File: src/rtl/prga_decrypt.sv
// RC4 keystream (PRGA) stage: walks the shuffled S array, swaps, fetches the pad
// byte and writes the length-prefixed plaintext ct ^ pad into the pt RAM.
module prga_decrypt #(
  parameter int MSG_AW = 5
) (
  input  logic              clk,
  input  logic              rst,
  input  logic              start,
  input  logic [7:0]        s_rdata,
  output logic [7:0]        s_addr,
  output logic [7:0]        s_wrdata,
  output logic              s_wren,
  input  logic [7:0]        ct_rdata,
  output logic [MSG_AW-1:0] ct_addr,
  output logic [MSG_AW-1:0] pt_addr,
  output logic [7:0]        pt_wrdata,
  output logic              pt_wren,
  output logic              fsm_on,
  output logic              fin_strobe
);

  localparam logic [3:0] IDLE    = 4'd0;
  localparam logic [3:0] RD_LEN  = 4'd1;
  localparam logic [3:0] CAP_LEN = 4'd2;
  localparam logic [3:0] RD_I    = 4'd3;
  localparam logic [3:0] CAP_I   = 4'd4;
  localparam logic [3:0] RD_J    = 4'd5;
  localparam logic [3:0] CAP_J   = 4'd6;
  localparam logic [3:0] WR_I    = 4'd7;
  localparam logic [3:0] WR_J    = 4'd8;
  localparam logic [3:0] RD_PAD  = 4'd9;
  localparam logic [3:0] WR_PT   = 4'd10;
  localparam logic [3:0] DONE    = 4'd11;

  localparam logic [7:0] LEN_MAX = 8'((1 << MSG_AW) - 1);

  // Longest message the ct ROM / pt RAM can hold bounds the length byte.
  function automatic logic [7:0] sat_len(input logic [7:0] v);
    if (v > LEN_MAX) return LEN_MAX;
    return v;
  endfunction

  logic [3:0]        state;
  logic [7:0]        i, j, si, sj, ct_q;
  logic [MSG_AW-1:0] k, len;
  logic [7:0]        len_sat;

  assign len_sat = sat_len(ct_rdata);

  always_ff @(posedge clk) begin
    if (rst) begin
      state <= IDLE;
      i     <= '0;
      j     <= '0;
      k     <= '0;
      len   <= '0;
      si    <= '0;
      sj    <= '0;
      ct_q  <= '0;
    end else begin
      case (state)
        IDLE: begin
          if (start) begin
            i     <= '0;
            j     <= '0;
            k     <= MSG_AW'(1);
            state <= RD_LEN;
          end
        end
        RD_LEN:  state <= CAP_LEN;
        CAP_LEN: begin
          len   <= len_sat[MSG_AW-1:0];
          i     <= 8'd1;
          state <= (len_sat == 8'd0) ? DONE : RD_I;
        end
        RD_I:    state <= CAP_I;
        CAP_I: begin
          si    <= s_rdata;
          ct_q  <= ct_rdata;
          j     <= j + s_rdata;
          state <= RD_J;
        end
        RD_J:    state <= CAP_J;
        CAP_J: begin
          sj    <= s_rdata;
          state <= WR_I;
        end
        WR_I:    state <= WR_J;
        WR_J:    state <= RD_PAD;
        RD_PAD:  state <= WR_PT;
        WR_PT: begin
          if (k == len) begin
            state <= DONE;
          end else begin
            k     <= k + 1'b1;
            i     <= i + 8'd1;
            state <= RD_I;
          end
        end
        DONE:    state <= IDLE;
        default: state <= IDLE;
      endcase
    end
  end

  // Outputs are forced low while rst is high so an abort issues no write in its own cycle.
  always_comb begin
    s_addr     = '0;
    s_wrdata   = '0;
    s_wren     = 1'b0;
    ct_addr    = '0;
    pt_addr    = '0;
    pt_wrdata  = '0;
    pt_wren    = 1'b0;
    fsm_on     = 1'b0;
    fin_strobe = 1'b0;
    if (!rst) begin
      fsm_on = (state != IDLE);
      case (state)
        CAP_LEN: begin
          pt_wrdata = len_sat;
          pt_wren   = 1'b1;
        end
        RD_I: begin
          s_addr  = i;
          ct_addr = k;
        end
        RD_J:   s_addr = j;
        WR_I: begin
          s_addr   = i;
          s_wrdata = sj;
          s_wren   = 1'b1;
        end
        WR_J: begin
          s_addr   = j;
          s_wrdata = si;
          s_wren   = 1'b1;
        end
        RD_PAD: s_addr = si + sj;
        WR_PT: begin
          pt_addr   = k;
          pt_wrdata = s_rdata ^ ct_q;
          pt_wren   = 1'b1;
        end
        DONE:   fin_strobe = 1'b1;
        default: ;
      endcase
    end
  end

endmodule

File: config.mk
export PLATFORM = sky130hd
export DESIGN_NAME = prga_decrypt
export DESIGN_NICKNAME = d
export VERILOG_FILES = /design/src/rtl/prga_decrypt.sv
export SDC_FILE = /design/constraint.sdc
export NUM_CORES = 1
export LEC_CHECK = 0
export BUFFER_PORTS_ARGS = -buffer_cell sky130_fd_sc_hd__buf_4
export CORE_UTILIZATION = 40
export CTS_BUF_LIST = sky130_fd_sc_hd__clkbuf_8
export DETAILED_ROUTE_END_ITERATION = 10
export SYNTH_ARGS = -nofsm -noshare
export SYNTH_HDL_FRONTEND = slang
export SYNTH_SLANG_ARGS = --single-unit
File: constraint.sdc
create_clock -name clk -period 2.7 [get_ports clk]
set_input_delay 0.54 -clock clk [delete_from_list [all_inputs] [get_ports clk]]
set_output_delay 0.54 -clock clk [all_outputs]
set_load 0.01 [all_outputs]
==> results_dict.tcl, run 1 <==
set metrics [dict create \
    status "finished, violations left" \
    violations "setup timing" \
    cts_tree "done" \
    setup_viol 2 \
    cts_buffers 5 \
    crit_chain "ha_4 -> buf_6 -> a211oi_2 -> o21bai_1 -> o311a_1 -> or4_1 -> o211ai_1 -> buf_4" \
    critPathLaunchType "flip-flop" \
    maxCapViolations 0 \
    syn_area_per_cell_um2 7.94 \
    path_delay_family "compound AO/OA/AOI/OAI gates" \
    reg2reg_depth 6 \
    skew_ps 9.78 \
    clk_path_buf_depth 2 \
    htree_levels 2 \
    vias 3267 \
    place_inst 578 \
    rsz0062_at_grt "yes" \
    dr.pass1.iters 4 \
    report.final.hold_viol_count 0 \
    syn_inst 426 \
    drtAntennaViolNets 0 \
    ys_seq_area_share_pct 31.9 \
    wl_um 9310 \
    period_minus_slack_ps 2770 \
    critPathBufInv 2 \
    crit_slowest_cell "or4_1" \
    wl_per_cell_um 15.7 \
    final_util_pct 50.9 \
    synth_async_sr_flop_share_pct 0 \
    clk_pin_slew_ps 110 \
    cts.sinks 54 \
    critPathMaxFanout 2 \
    required_ps 2160 \
    io_pins 57 \
    gr-total-overflow 0 \
    syn-num-nets 463 \
    fmax_mhz 362 \
    holdPathEnd "ct_q[1]" \
    netlist_top_cells_area "dfxtp_1 (32%), nor2_1 (6.4%), nand2_1 (6.1%)" \
    netlist-cell-type-count 59 \
    io_buffer_count 56 \
    synth.top_cell.area_share_pct 31.9 \
    gp_congestion 0.889 \
    drc 0 \
    num_antenna_cells 0 \
    die_area_mm2 0.00883 \
    worst_r2r_endpoint "j[7]" \
    arrival_ps 2230 \
    clock_latency_ps 310 \
    fin_ws_ps -65.9 \
    drv_slew 0 \
    fillers 825 \
    ys_ff_latch 54 \
    worstHoldPathType "flip-flop to flip-flop" \
    grt_usage_pct 22.2 \
    die_h_um 94.0 \
    hold-worst-slack_ps 472 \
    post-dp-hpwl_um 7070 \
    synth_edf_count 0 \
    reg2reg_slack_ps 330 \
    dr.first_iter.drc_count 130 \
    grt_start_max_net_pins 31 \
    die_x_um 94.0 \
    rows 33 \
    r2r_start "j[4]" \
    max_stage_delay_ps 400 \
    p_leak_uw 0.00163 \
    synth_area_mm2 0.00338 \
    area_growth_syn_to_layout_pct 23.6 \
    whs_path_depth 2 \
    ys.flop_type "dfxtp_1" \
    ys.warnings.count 0 \
    initial_core_util_pct 41.2 \
    synth.cells.most_frequent "nor2_1 (58), nand2_1 (55), dfxtp_1 (54), a21oi_1 (32)" \
    via_per_inst 5.52 \
    antenna_found_initial 0 \
    fin_crit_sh_pct 102 \
    grt_pass1_vias 3042 \
    end_kind "output pin" \
    nets 523 \
    hp-start "ct_q[1]" \
    yosysMostFrequentCell "nor2_1" \
    cts_root_buf "clkbuf_8" \
    path_class "flip-flop to output pin" \
    grt_pass1_wl_um 15200 \
    fin_cells 592 \
    layout-drive-gt1-share_pct 21.8 \
    powerDensity_mw_per_mm2 421 \
    yosysTopAreaCell "dfxtp_1" \
    ir_worst_vdd_uv 205 \
    max_slew_margin_pct 51.7 \
    core_area_mm2 0.00822 \
    worst_pin_slew_ps 723 \
    cts_hold_buf 0 \
]
[cells in the final DEF (no fill, tap or decap), types with 5 or more instances in the layout]
cell,Yosys,final
ha_1,16,13
o21ai_0,9,9
nand2_1,55,54
dfxtp_2,0,6
xor2_1,9,9
inv_1,9,8
xnor2_1,18,18
a21oi_1,32,31
a21o_1,5,5
and2_1,13,12
dfxtp_1,54,47
nand3_1,8,8
a22oi_1,18,18
a211oi_1,12,11
nor3b_1,7,7
o22ai_1,6,5
nor2_1,58,57
buf_4,2,75
o21ai_1,6,6
clkbuf_8,0,5
mux2i_1,8,8
[where the power goes]
group	switching, µW	internal [µW]
registers	33.6	828
clock network	289	283
logic	197	131
[layout make-up]
type | instances | area [µm²] | area share (%)
multi-input cells | 339 | 2230 | 53.3
flip-flops and latches | 54 | 1090 | 26.1
repair buffers | 76 | 574 | 13.7
well taps | 105 | 131 | 3.14
clock buffers | 5 | 68.8 | 1.65
clock inverters | 3 | 48.8 | 1.17
inverters | 10 | 37.5 | 0.897
[cell families (layout without fill, tap and decap cells)]
kind of cell	count (synthesis)	after routing	synth area share, %
AND/OR/NAND/NOR	170	170	24.3
AO/OA/AOI/OAI	116	116	23.1
buffers and inverters	33	94	4.21
multiplexers	8	8	2.37
adder cells (fa/ha/maj)	18	18	7.10
XOR/XNOR	27	27	6.99
flip-flops	54	54	31.9
[stage by stage]
stage	area, µm²	setup slack, ps	total power (µW)	setup TNS (ps)
5_1_grt	4180	-162	1860	-318
6_report	4180	-65.9	1760	-124
3_5_place_dp	3940	71.5	1200	0
4_1_cts	4150	-125	1780	-248
3_3_place_gp	3940	163	1200	0
2_1_floorplan	3380	335	1090	0
[tightest hold or removal path, delay by kind of cell, from the launching register on]
kind	cells	cell delay, ps
DFF	1	330
and+or+nand+nor	1	50
AOI/OAI and AO/OA	1	50
[routing by layer]
metal / part of all wire (%) / GRT usage [%] / vias to the layer above
li1: - / - / 1651
met1: 47 / 30.2 / 1542
met2: 48 / 37.0 / 68
met3: 3.7 / 2.91 / 6
met4: 0.88 / 5.64 / 0
met5: 0 / 0 / -
[worst max-delay path by stage]
stage	from	end	slack, ps	depth (start not counted)
2_1_floorplan	si[0]	s_addr[6]	330	8
3_3_place_gp	s_rdata[3]	j[7]	160	7
3_5_place_dp	s_rdata[3]	j[7]	70	7
4_1_cts	sj[0]	s_addr[6]	-130	9
5_1_grt	sj[0]	s_addr[6]	-160	9
6_report	sj[0]	s_addr[7]	-70	8
[registers in the layout (all words and copies together) (netlist names)]
signal / cells
ct_q: 8
i: 8
j: 8
si: 8
sj: 8
k: 5
len: 5
state: 4
[timing repair]
action                                 CTS  global route
pin swaps                                8             6
setup endpoints to repair                5            17
endpoints found under the hold margin    0             0
gates resized for setup                 13             9
buffers inserted                         5             1
Power figures use the tool's default switching activity.
==> run 2, diff against run 1 <==
Settings changed: CORE_UTILIZATION 40 to 45, PLACE_DENSITY from default to 0.66.
==> results_dict.tcl, run 2 (same netlist as run 1, synthesis figures left out) <==
set metrics [dict create \
    layout-drive-gt1-share_pct 22.5 \
    path_class "flip-flop to output pin" \
    cts_hold_buf 0 \
    maxCapViolations 0 \
    reg2reg_slack_ps 380 \
    nets 525 \
    worst_r2r_endpoint "j[7]" \
    vias 3292 \
    tns_ps -179 \
    drv_slew 0 \
    clk_path_buf_depth 2 \
    drc 0 \
    fin_crit_sh_pct 104 \
    critPathMaxFanout 3 \
    skew_ps 8.80 \
    cp.depth 9 \
    ir_worst_vdd_uv 220 \
    die_area_mm2 0.00787 \
    io_pins 57 \
    worstHoldPathType "input pin to flip-flop" \
    drtAntennaViolNets 0 \
    switchingPower_uw 517 \
    htree_levels 2 \
    critPathCapture "s_addr[6]" \
    die_h_um 88.7 \
    fmax_mhz 357 \
    cts_buffers 5 \
    grt_pass1_wl_um 14800 \
    cts_root_buf "clkbuf_8" \
    worst_pin_slew_ps 688 \
    io_buffer_count 56 \
    powerDensity_mw_per_mm2 399 \
    setup_viol 2 \
    initial_core_util_pct 46.7 \
    final_util_pct 57.5 \
    violations "setup timing" \
    power_frac_seq_pct 51.5 \
    layout_common_cells "buf_4 (77), nor2_1 (58), nand2_1 (54), dfxtp_1 (46), a21oi_1 (31)" \
    area_growth_syn_to_layout_pct 23.2 \
    fillers 691 \
    post-dp-hpwl_um 6810 \
    antenna_found_initial 0 \
    reg2reg_depth 6 \
    required_ps 2160 \
    wl_um 9270 \
    rsz0062_at_grt "yes" \
    hold-worst-slack_ps 466 \
    clk_pin_slew_ps 100 \
    gr-total-overflow 0 \
    num_antenna_cells 0 \
    crit_slowest_cell "or4_1" \
    critPathBufInv 2 \
    post_dp_cell_area_mm2 0.00393 \
    path_delay_family "compound AO/OA/AOI/OAI gates" \
    period_minus_slack_ps 2800 \
    r2r_start "j[4]" \
    grt_pass1_vias 2894 \
    max_slew_margin_pct 54.0 \
    netSwitchingFraction_pct 31.1 \
    die_x_um 88.7 \
    dr.pass1.iters 4 \
    postLayoutCellArea_mm2 0.00417 \
    max_stage_delay_ps 400 \
    core_area_mm2 0.00725 \
    status "finished, violations left" \
    grt_usage_pct 24.6 \
    wl_per_cell_um 15.8 \
    report.final.hold_viol_count 0 \
    pwr-share-comb_pct 20.1 \
    crit_chain "ha_4 -> inv_2 -> fa_2 -> nor2b_2 -> o31a_1 -> o21a_1 -> or4_1 -> o211ai_1 -> buf_4" \
    fin_ws_ps -101 \
    total_power_uw 1660 \
    cts.sinks 54 \
    startpoint "sj[0]" \
    pwr-share-clk_pct 28.4 \
    rows 31 \
    critPathLaunchType "flip-flop" \
    p_int_uw 1140 \
    grt_start_max_net_pins 41 \
    final_common_cell "buf_4" \
    dr.first_iter.drc_count 162 \
    p_leak_uw 0.00161 \
    via_per_inst 5.60 \
    end_kind "output pin" \
    gp_congestion 0.902 \
    arrival_ps 2260 \
    clock_latency_ps 320 \
    cts_tree "done" \
]
## run 2: layout make-up
type	count	area (µm²)	share of cell area, %
Inverter	10	37.5	0.900
Clock buffer	5	68.8	1.65
Timing Repair Buffer	78	589	14.1
Tap cell	99	124	2.97
Multi-Input combinational cell	339	2230	53.5
Clock inverter	3	23.8	0.570
Sequential cell	54	1090	26.2
## run 2: timing repair
action                     4_1_cts  5_1_grt
setup buffers                    6        2
pin swaps                        6        6
gates resized for setup         15       10
setup endpoints to repair        3       18
## run 2: power by group through the flow
stage / Clock, µW / Sequential (µW) / Combinational (µW)
global route: 516 / 859 / 371
floorplan: 0 / 866 / 221
finish: 472 / 855 / 334
detailed placement: 0 / 873 / 327
CTS: 484 / 855 / 332
global placement: 0 / 872 / 323
## run 2: through the flow
step | instances | worst slack [ps]
6_report | 588 | -101
5_1_grt | 588 | -195
4_1_cts | 586 | -150
3_5_place_dp | 572 | 80.0
3_3_place_gp | 572 | 172
2_1_floorplan | 426 | 335
## run 2: worst min path at each step
stage | start | to | depth (start not counted) | slack [ps]
4_1_cts | ct_rdata[6] | ct_q[6] | 3 | 460
3_5_place_dp | ct_q[7] | ct_q[7] | 2 | 460
6_report | ct_rdata[6] | ct_q[6] | 3 | 470
3_3_place_gp | ct_q[7] | ct_q[7] | 2 | 450
2_1_floorplan | ct_q[0] | ct_q[0] | 2 | 450
5_1_grt | ct_rdata[6] | ct_q[6] | 3 | 470
## run 2: per-layer routing
layer / track usage [%] / up-vias / share of wire [%]
met1: 33.8 / 1536 / 48
met5: 0 / - / 0
met3: 3.45 / 13 / 3.7
met2: 39.8 / 79 / 47
met4: 7.48 / 0 / 1.6
li1: - / 1664 / -
## run 2: worst register-to-register path, stage by stage, from the launching register on
cell	delay [ps]
dfxtp_1	440
ha_1	310
and2_1	180
a221oi_1	480
a211oi_1	170
or4_1	520
a31oi_1	160
